`config.mk`:
```
export PLATFORM = sky130hd
export DESIGN_NAME = morse_message_sequencer
export DESIGN_NICKNAME = d
export VERILOG_FILES = /design/src/rtl/morse_message_sequencer.sv
export SDC_FILE = /design/constraint.sdc
export NUM_CORES = 1
export LEC_CHECK = 0
export CAP_MARGIN = 5
export CELL_PAD_IN_SITES_DETAIL_PLACEMENT = 1
export CELL_PAD_IN_SITES_GLOBAL_PLACEMENT = 1
export CORE_AREA = 5 5 143 213
export DETAILED_ROUTE_END_ITERATION = 10
export DIE_AREA = 0 0 148 218
export HOLD_SLACK_MARGIN = 0.15
export PLACE_DENSITY = 0.53
export SYNTH_ARGS = -nofsm -noshare
export SYNTH_HDL_FRONTEND = slang
export SYNTH_SLANG_ARGS = --single-unit
export TNS_END_PERCENT = 50
```
`constraint.sdc`:
```
create_clock -name i_Clock -period 3 [get_ports i_Clock]
set_input_delay 0.6 -clock i_Clock [delete_from_list [all_inputs] [get_ports i_Clock]]
set_output_delay 0.6 -clock i_Clock [all_outputs]
set_load 0.05 [all_outputs]
```
`src/rtl/morse_message_sequencer.sv`:
```
// Message-level Morse controller: buffers ASCII characters, looks up their Morse
// pattern, handshakes with the generator and inserts letter/word gaps. Define MORSE_DIGITS_EN to add digits.
module morse_message_sequencer #(
  parameter int unsigned UNIT_CYCLES = 6250000,
  parameter int unsigned BUF_DEPTH   = 16
) (
  input  logic       i_Clock,
  input  logic       i_Reset,
  input  logic       i_Char_Valid,
  input  logic [7:0] i_Char,
  output logic       o_Char_Ready,
  output logic       o_Start,
  output logic [4:0] o_Morse_Pattern,
  output logic [2:0] o_Morse_Length,
  input  logic       i_Done,
  output logic       o_Busy,
  output logic       o_Bad_Char
);

  localparam int unsigned AW = $clog2(BUF_DEPTH);
  localparam int unsigned CW = $clog2(4 * UNIT_CYCLES);
  // Generator already adds one silent unit, so a letter gap needs 2 more; a space adds 4.
  localparam logic [CW-1:0] LETTER_GAP = CW'(2 * UNIT_CYCLES - 1);
  localparam logic [CW-1:0] WORD_GAP   = CW'(4 * UNIT_CYCLES - 1);
  localparam logic [CW-1:0] CNT_ONE    = CW'(1);
  localparam logic [AW:0]   PTR_ONE    = (AW + 1)'(1);

  typedef enum logic [2:0] {
    IDLE,
    FETCH,
    LOOKUP,
    START,
    RELEASE,
    GAP
  } state_t;

  state_t      state;
  logic [7:0]  buf_mem [BUF_DEPTH];
  logic [AW:0] wr_ptr;
  logic [AW:0] rd_ptr;
  logic        empty;
  logic        full;
  logic        push;
  logic        pop;
  logic [7:0]  char_q;
  logic [7:0]  char_up;
  logic [7:0]  entry;
  logic [CW-1:0] gap_cnt;

  assign empty        = (wr_ptr == rd_ptr);
  assign full         = (wr_ptr[AW] != rd_ptr[AW]) && (wr_ptr[AW-1:0] == rd_ptr[AW-1:0]);
  assign push         = i_Char_Valid && !full;
  assign pop          = (state == FETCH);
  assign o_Char_Ready = !full;
  assign o_Busy       = !empty || (state != IDLE);

  // {pattern, length}; length 0 marks a character with no Morse code.
  function automatic logic [7:0] morse_lookup(input logic [7:0] c);
    case (c)
      8'h41: return {5'b01000, 3'd2};
      8'h42: return {5'b10000, 3'd4};
      8'h43: return {5'b10100, 3'd4};
      8'h44: return {5'b10000, 3'd3};
      8'h45: return {5'b00000, 3'd1};
      8'h46: return {5'b00100, 3'd4};
      8'h47: return {5'b11000, 3'd3};
      8'h48: return {5'b00000, 3'd4};
      8'h49: return {5'b00000, 3'd2};
      8'h4A: return {5'b01110, 3'd4};
      8'h4B: return {5'b10100, 3'd3};
      8'h4C: return {5'b01000, 3'd4};
      8'h4D: return {5'b11000, 3'd2};
      8'h4E: return {5'b10000, 3'd2};
      8'h4F: return {5'b11100, 3'd3};
      8'h50: return {5'b01100, 3'd4};
      8'h51: return {5'b11010, 3'd4};
      8'h52: return {5'b01000, 3'd3};
      8'h53: return {5'b00000, 3'd3};
      8'h54: return {5'b10000, 3'd1};
      8'h55: return {5'b00100, 3'd3};
      8'h56: return {5'b00010, 3'd4};
      8'h57: return {5'b01100, 3'd3};
      8'h58: return {5'b10010, 3'd4};
      8'h59: return {5'b10110, 3'd4};
      8'h5A: return {5'b11000, 3'd4};
`ifdef MORSE_DIGITS_EN
      8'h30: return {5'b11111, 3'd5};
      8'h31: return {5'b01111, 3'd5};
      8'h32: return {5'b00111, 3'd5};
      8'h33: return {5'b00011, 3'd5};
      8'h34: return {5'b00001, 3'd5};
      8'h35: return {5'b00000, 3'd5};
      8'h36: return {5'b10000, 3'd5};
      8'h37: return {5'b11000, 3'd5};
      8'h38: return {5'b11100, 3'd5};
      8'h39: return {5'b11110, 3'd5};
`else
`endif
      default: return 8'h00;
    endcase
  endfunction

  always_comb begin
    char_up = char_q;
    if (char_q >= 8'h61 && char_q <= 8'h7A) char_up = char_q - 8'h20;
  end

  assign entry = morse_lookup(char_up);

  always_ff @(posedge i_Clock) begin
    if (push) buf_mem[wr_ptr[AW-1:0]] <= i_Char;
  end

  always_ff @(posedge i_Clock or posedge i_Reset) begin
    if (i_Reset) begin
      wr_ptr <= '0;
      rd_ptr <= '0;
    end else begin
      if (push) wr_ptr <= wr_ptr + PTR_ONE;
      if (pop)  rd_ptr <= rd_ptr + PTR_ONE;
    end
  end

  always_ff @(posedge i_Clock or posedge i_Reset) begin
    if (i_Reset) begin
      state           <= IDLE;
      char_q          <= '0;
      gap_cnt         <= '0;
      o_Start         <= 1'b0;
      o_Morse_Pattern <= '0;
      o_Morse_Length  <= '0;
      o_Bad_Char      <= 1'b0;
    end else begin
      o_Bad_Char <= 1'b0;
      case (state)
        IDLE: begin
          if (!empty) state <= FETCH;
        end
        FETCH: begin
          char_q <= buf_mem[rd_ptr[AW-1:0]];
          state  <= LOOKUP;
        end
        LOOKUP: begin
          if (entry[2:0] != 3'd0) begin
            o_Morse_Pattern <= entry[7:3];
            o_Morse_Length  <= entry[2:0];
            o_Start         <= !i_Done;
            state           <= START;
          end else if (char_q == 8'h20) begin
            gap_cnt <= WORD_GAP;
            state   <= GAP;
          end else begin
            o_Bad_Char <= 1'b1;
            state      <= IDLE;
          end
        end
        START: begin
          // A done left high from before a reset must clear before a new request.
          if (o_Start && i_Done) begin
            o_Start <= 1'b0;
            state   <= RELEASE;
          end else if (!i_Done) begin
            o_Start <= 1'b1;
          end
        end
        RELEASE: begin
          if (!i_Done) begin
            gap_cnt <= LETTER_GAP;
            state   <= GAP;
          end
        end
        GAP: begin
          if (gap_cnt == '0) state <= IDLE;
          else gap_cnt <= gap_cnt - CNT_ONE;
        end
        default: state <= IDLE;
      endcase
    end
  end

endmodule

```
==> run_results.csv, run 1 <==
group,metric,value,unit
floorplan,die_h,218,um
sta,whs,0.4807,ns
pwr,ir_worst_vdd,0.2778,mV
critical_path,cp_data_arrival_time,2.21,ns
clock_network,tritoncts,"yes",
critical_path,crit_fanout,5,
sta,rsz0062_at_grt,"false",
global_route,antenna_found_initial,0,
routing,drt_first_iter_violations,207,
floorplan,die_area,32260,um2
floorplan,initial_core_util,0.2943,
clock_network,clock_latency,0.44,ns
critical_path,rr_startpoint,"char_q[0]",
routing,routed_wl,19.80,mm
synthesis,synth-edff-count,128,
clock_network,cts-root-buf,"clkbuf_16",
sta,period_minus_slack,2.806,ns
placed_design,dpl.hpwl,14.13,mm
critical_path,cp.required,2.40,ns
layout,finalNonFillerCells,978,
sta,fin_skew,0.01096,ns
floorplan,core_area,28430,um2
sta,fin_crit_sh,0.9352,
synthesis,post_synth.cell_area_avg,14.43,um2
layout,final_area,9702,um2
placed_design,place_ws,0.2603,ns
global_route,grt_pass1_wl,31.77,mm
floorplan,fp.dieW,148,um
global_route,grt_pass1_vias,5549,
min_path,hp-class,"reg2reg",
min_path,worstHoldPathCells,1,
critical_path,start_kind,"flip-flop",
synthesis,synth_cell_type_count,71,
clock_network,clock-sinks,183,
routing,vias,4976,
synthesis,synth-seq-cells,183,
sta,finalMaxSlewViolations,0,
placed_design,place_area,9097,um2
run,drv_cap,0,
routing,vias_per_cell,5.088,
min_path,worstHoldStart,"o_Morse_Pattern[1]",
synthesis,synth_ff_type,"edfxtp_1",
placed_design,numPortBuffers,22,
routing,detail_route.wl_per_cell,20.24,um
critical_path,reg2reg_slack,0.24,ns
layout,multiInputGateArea,2979,um2
routing,drcViolationCount,0,
sta,max_freq,356.4,MHz
clock_network,clockBufferDepth,2,
sta,worstMarginPinSlew,0.6150,ns
synthesis,ys_warn_count,0,
synthesis,async_reset_ff_frac,0.3005,
global_route,grt-ovfl-total,0,
sta,hold_violations,0,
pwr,p_leak,3.366,nW
layout,nNetsFinal,641,
synthesis,yosysSeqAreaShare,0.6238,
placed_design,dp.cells,946,
layout,final_util,0.3412,
clock_network,cts_buffers,17,
floorplan,ios,24,
pwr,p_per_area,938.5,nW/um2
global_route,grt_use_total,0.1290,
clock_network,htreeDepth,4,
sta,setup_viol,0,
routing,drt-pass1-iter-count,4,
critical_path,crit_chain,"xor2_1 > nor4_2 > nand2_1 > or4_1 > buf_4",
min_path,hold_end,"o_Morse_Pattern[1]",
critical_path,r2r_cells,8,
global_route,grt_start_max_net_pins,36,
critical_path,critPathMaxStageDelay,0.46,ns
layout,n_antenna_cell,0,
synthesis,synth.cell_area,8368,um2
synthesis,synth_cells,580,
routing,drtAntennaViolNets,0,
critical_path,crit_type,"reg2out",
floorplan,std_cell_rows,76,
status,status,"finished clean",
layout,regArea,5221,um2
sta,setup_slack,0.1943,ns
placed_design,gp_congestion,0.7990,
critical_path,end_kind,"output port",
layout,fillerInstances,2936,
synthesis,syn-num-nets,607,
clock_network,path_clk_slew,0.07,ns
layout,drive_gt1_frac,0.1914,
layout,area_growth,15.94,%
sta,fin_setup_tns,0,ns
critical_path,cpMaxStageDelayCell,"or4_1",
critical_path,r2r-end,"gap_cnt[23]",
pwr,totalPowerFinal,9.105,mW
clock_network,cts_hold_buf,0,
sta,relSlewSlack,0.5900,
[critical path: cells and delay by family (launching register included)]
kind	cells	cell delay [ns]
buf+inv	1	0.21
simple gates	3	0.93
xor+xnor	1	0.19
flops	1	0.44
[worst max path at each step]
stage                                to  cells past startpoint  slack (ns)      start
after floorplan           buf_mem[1][0]                      6        0.11  rd_ptr[0]
after global placement      gap_cnt[23]                      8        0.31  char_q[0]
after detailed placement    gap_cnt[10]                      8        0.26  char_q[0]
after CTS                        o_Busy                      5        0.03  wr_ptr[1]
after global routing             o_Busy                      5        0.01  wr_ptr[1]
final                            o_Busy                      5        0.19  wr_ptr[1]
[synthesized netlist by cell type (all sizes together) (5+ instances only)]
cell type	number	area (um2)
xor2	8	70.07
a21o	8	60.06
mux2	6	67.56
or4	6	48.80
clkbuf	17	63.81
nor2b	7	43.79
nor2	35	131.4
a211oi	6	45.04
o31ai	7	52.55
buf	12	65.06
nand3	9	50.05
and2	11	71.32
o21ai	24	120.1
nor4	8	65.06
dfrtp	55	1376
o211ai	7	52.55
nand2	32	120.1
inv	18	67.56
ha	15	187.7
mux4	40	900.9
nand4	7	50.05
and3	5	31.28
a21oi	25	136.4
nand2b	11	68.82
edfxtp	128	3844
xnor2	6	52.55
nor3	13	70.07
[timing repair]
action | in CTS | in global routing
endpoints found under the setup margin | 0 | 1
resized for setup | 0 | 1
setup buffers | 0 | 0
[placed cells by master, fill, tap and decap left out, drive strengths merged, types with 3 or more instances in the layout]
master           n
a21oi           25
mux4            40
buf             24
nor3            13
or3              4
clkbuf          17
edfxtp         128
nor2b            7
and3             5
and2            11
o211ai           7
ha              15
and4             4
a311o            3
o31ai            7
nand2b          11
o21ai           24
clkdlybuf4s50   20
nor4b            4
clkinv           8
nand3            9
a21o             8
nor3b            3
or4              6
mux2i            4
inv             26
nand4            7
nor2            35
nand2           32
xnor2            6
dfrtp           55
nor4             8
mux2             6
a211oi           6
xor2             8
[final cells by class]
class	count	area share
sequential	183	0.5382
multi-input combinational	349	0.3071
tap	351	0.04527
clock buffer	17	0.04385
timing repair buffer	44	0.04050
clock inverter	15	0.01780
inverter	19	0.007351
[power by group]
group / total, mW / internal [mW] / switching (mW)
clock network: 2.23 / 1.12 / 1.10
logic: 3.34 / 1.48 / 1.86
registers: 3.54 / 3.15 / 0.388
[state kept, by name, summed over array words and instances, names as in the netlist]
signal           flops
o_Bad_Char           1
o_Start              1
rd_ptr               5
gap_cnt             25
state                3
o_Morse_Length       3
buf_mem            128
char_q               8
wr_ptr               5
o_Morse_Pattern      4
[cells by family after synthesis]
family	count (synthesis)	synth area share
other	1	0.0004481
and+or+nand+nor	163	0.1083
xor gates and xnor gates	14	0.01465
adders and majority gates	15	0.02243
muxes	50	0.1205
buffers and inverters	48	0.02392
DFF	183	0.6238
AOI/OAI and AO/OA	106	0.08598
[per-layer routing]
metal,global-route usage,up-vias,part of all wire
li1,-,2324,-
met1,0.1359,2573,0.39
met2,0.2502,54,0.58
met3,0.02017,25,0.016
met4,0.05485,0,0.023
met5,0,-,0
(Power assumes the default switching activity.)
==> run 2: changes to the inputs <==
--- a/config.mk
+++ b/config.mk
@@ -5,6 +5,7 @@
 export SDC_FILE = /design/constraint.sdc
 export NUM_CORES = 1
 export LEC_CHECK = 0
+export ABC_CLOCK_PERIOD_IN_PS = 3000
 export CAP_MARGIN = 5
 export CELL_PAD_IN_SITES_DETAIL_PLACEMENT = 1
 export CELL_PAD_IN_SITES_GLOBAL_PLACEMENT = 1
==> results of run 2 <==
No change in the layout: final DEF, timing and power equal those of run 1.
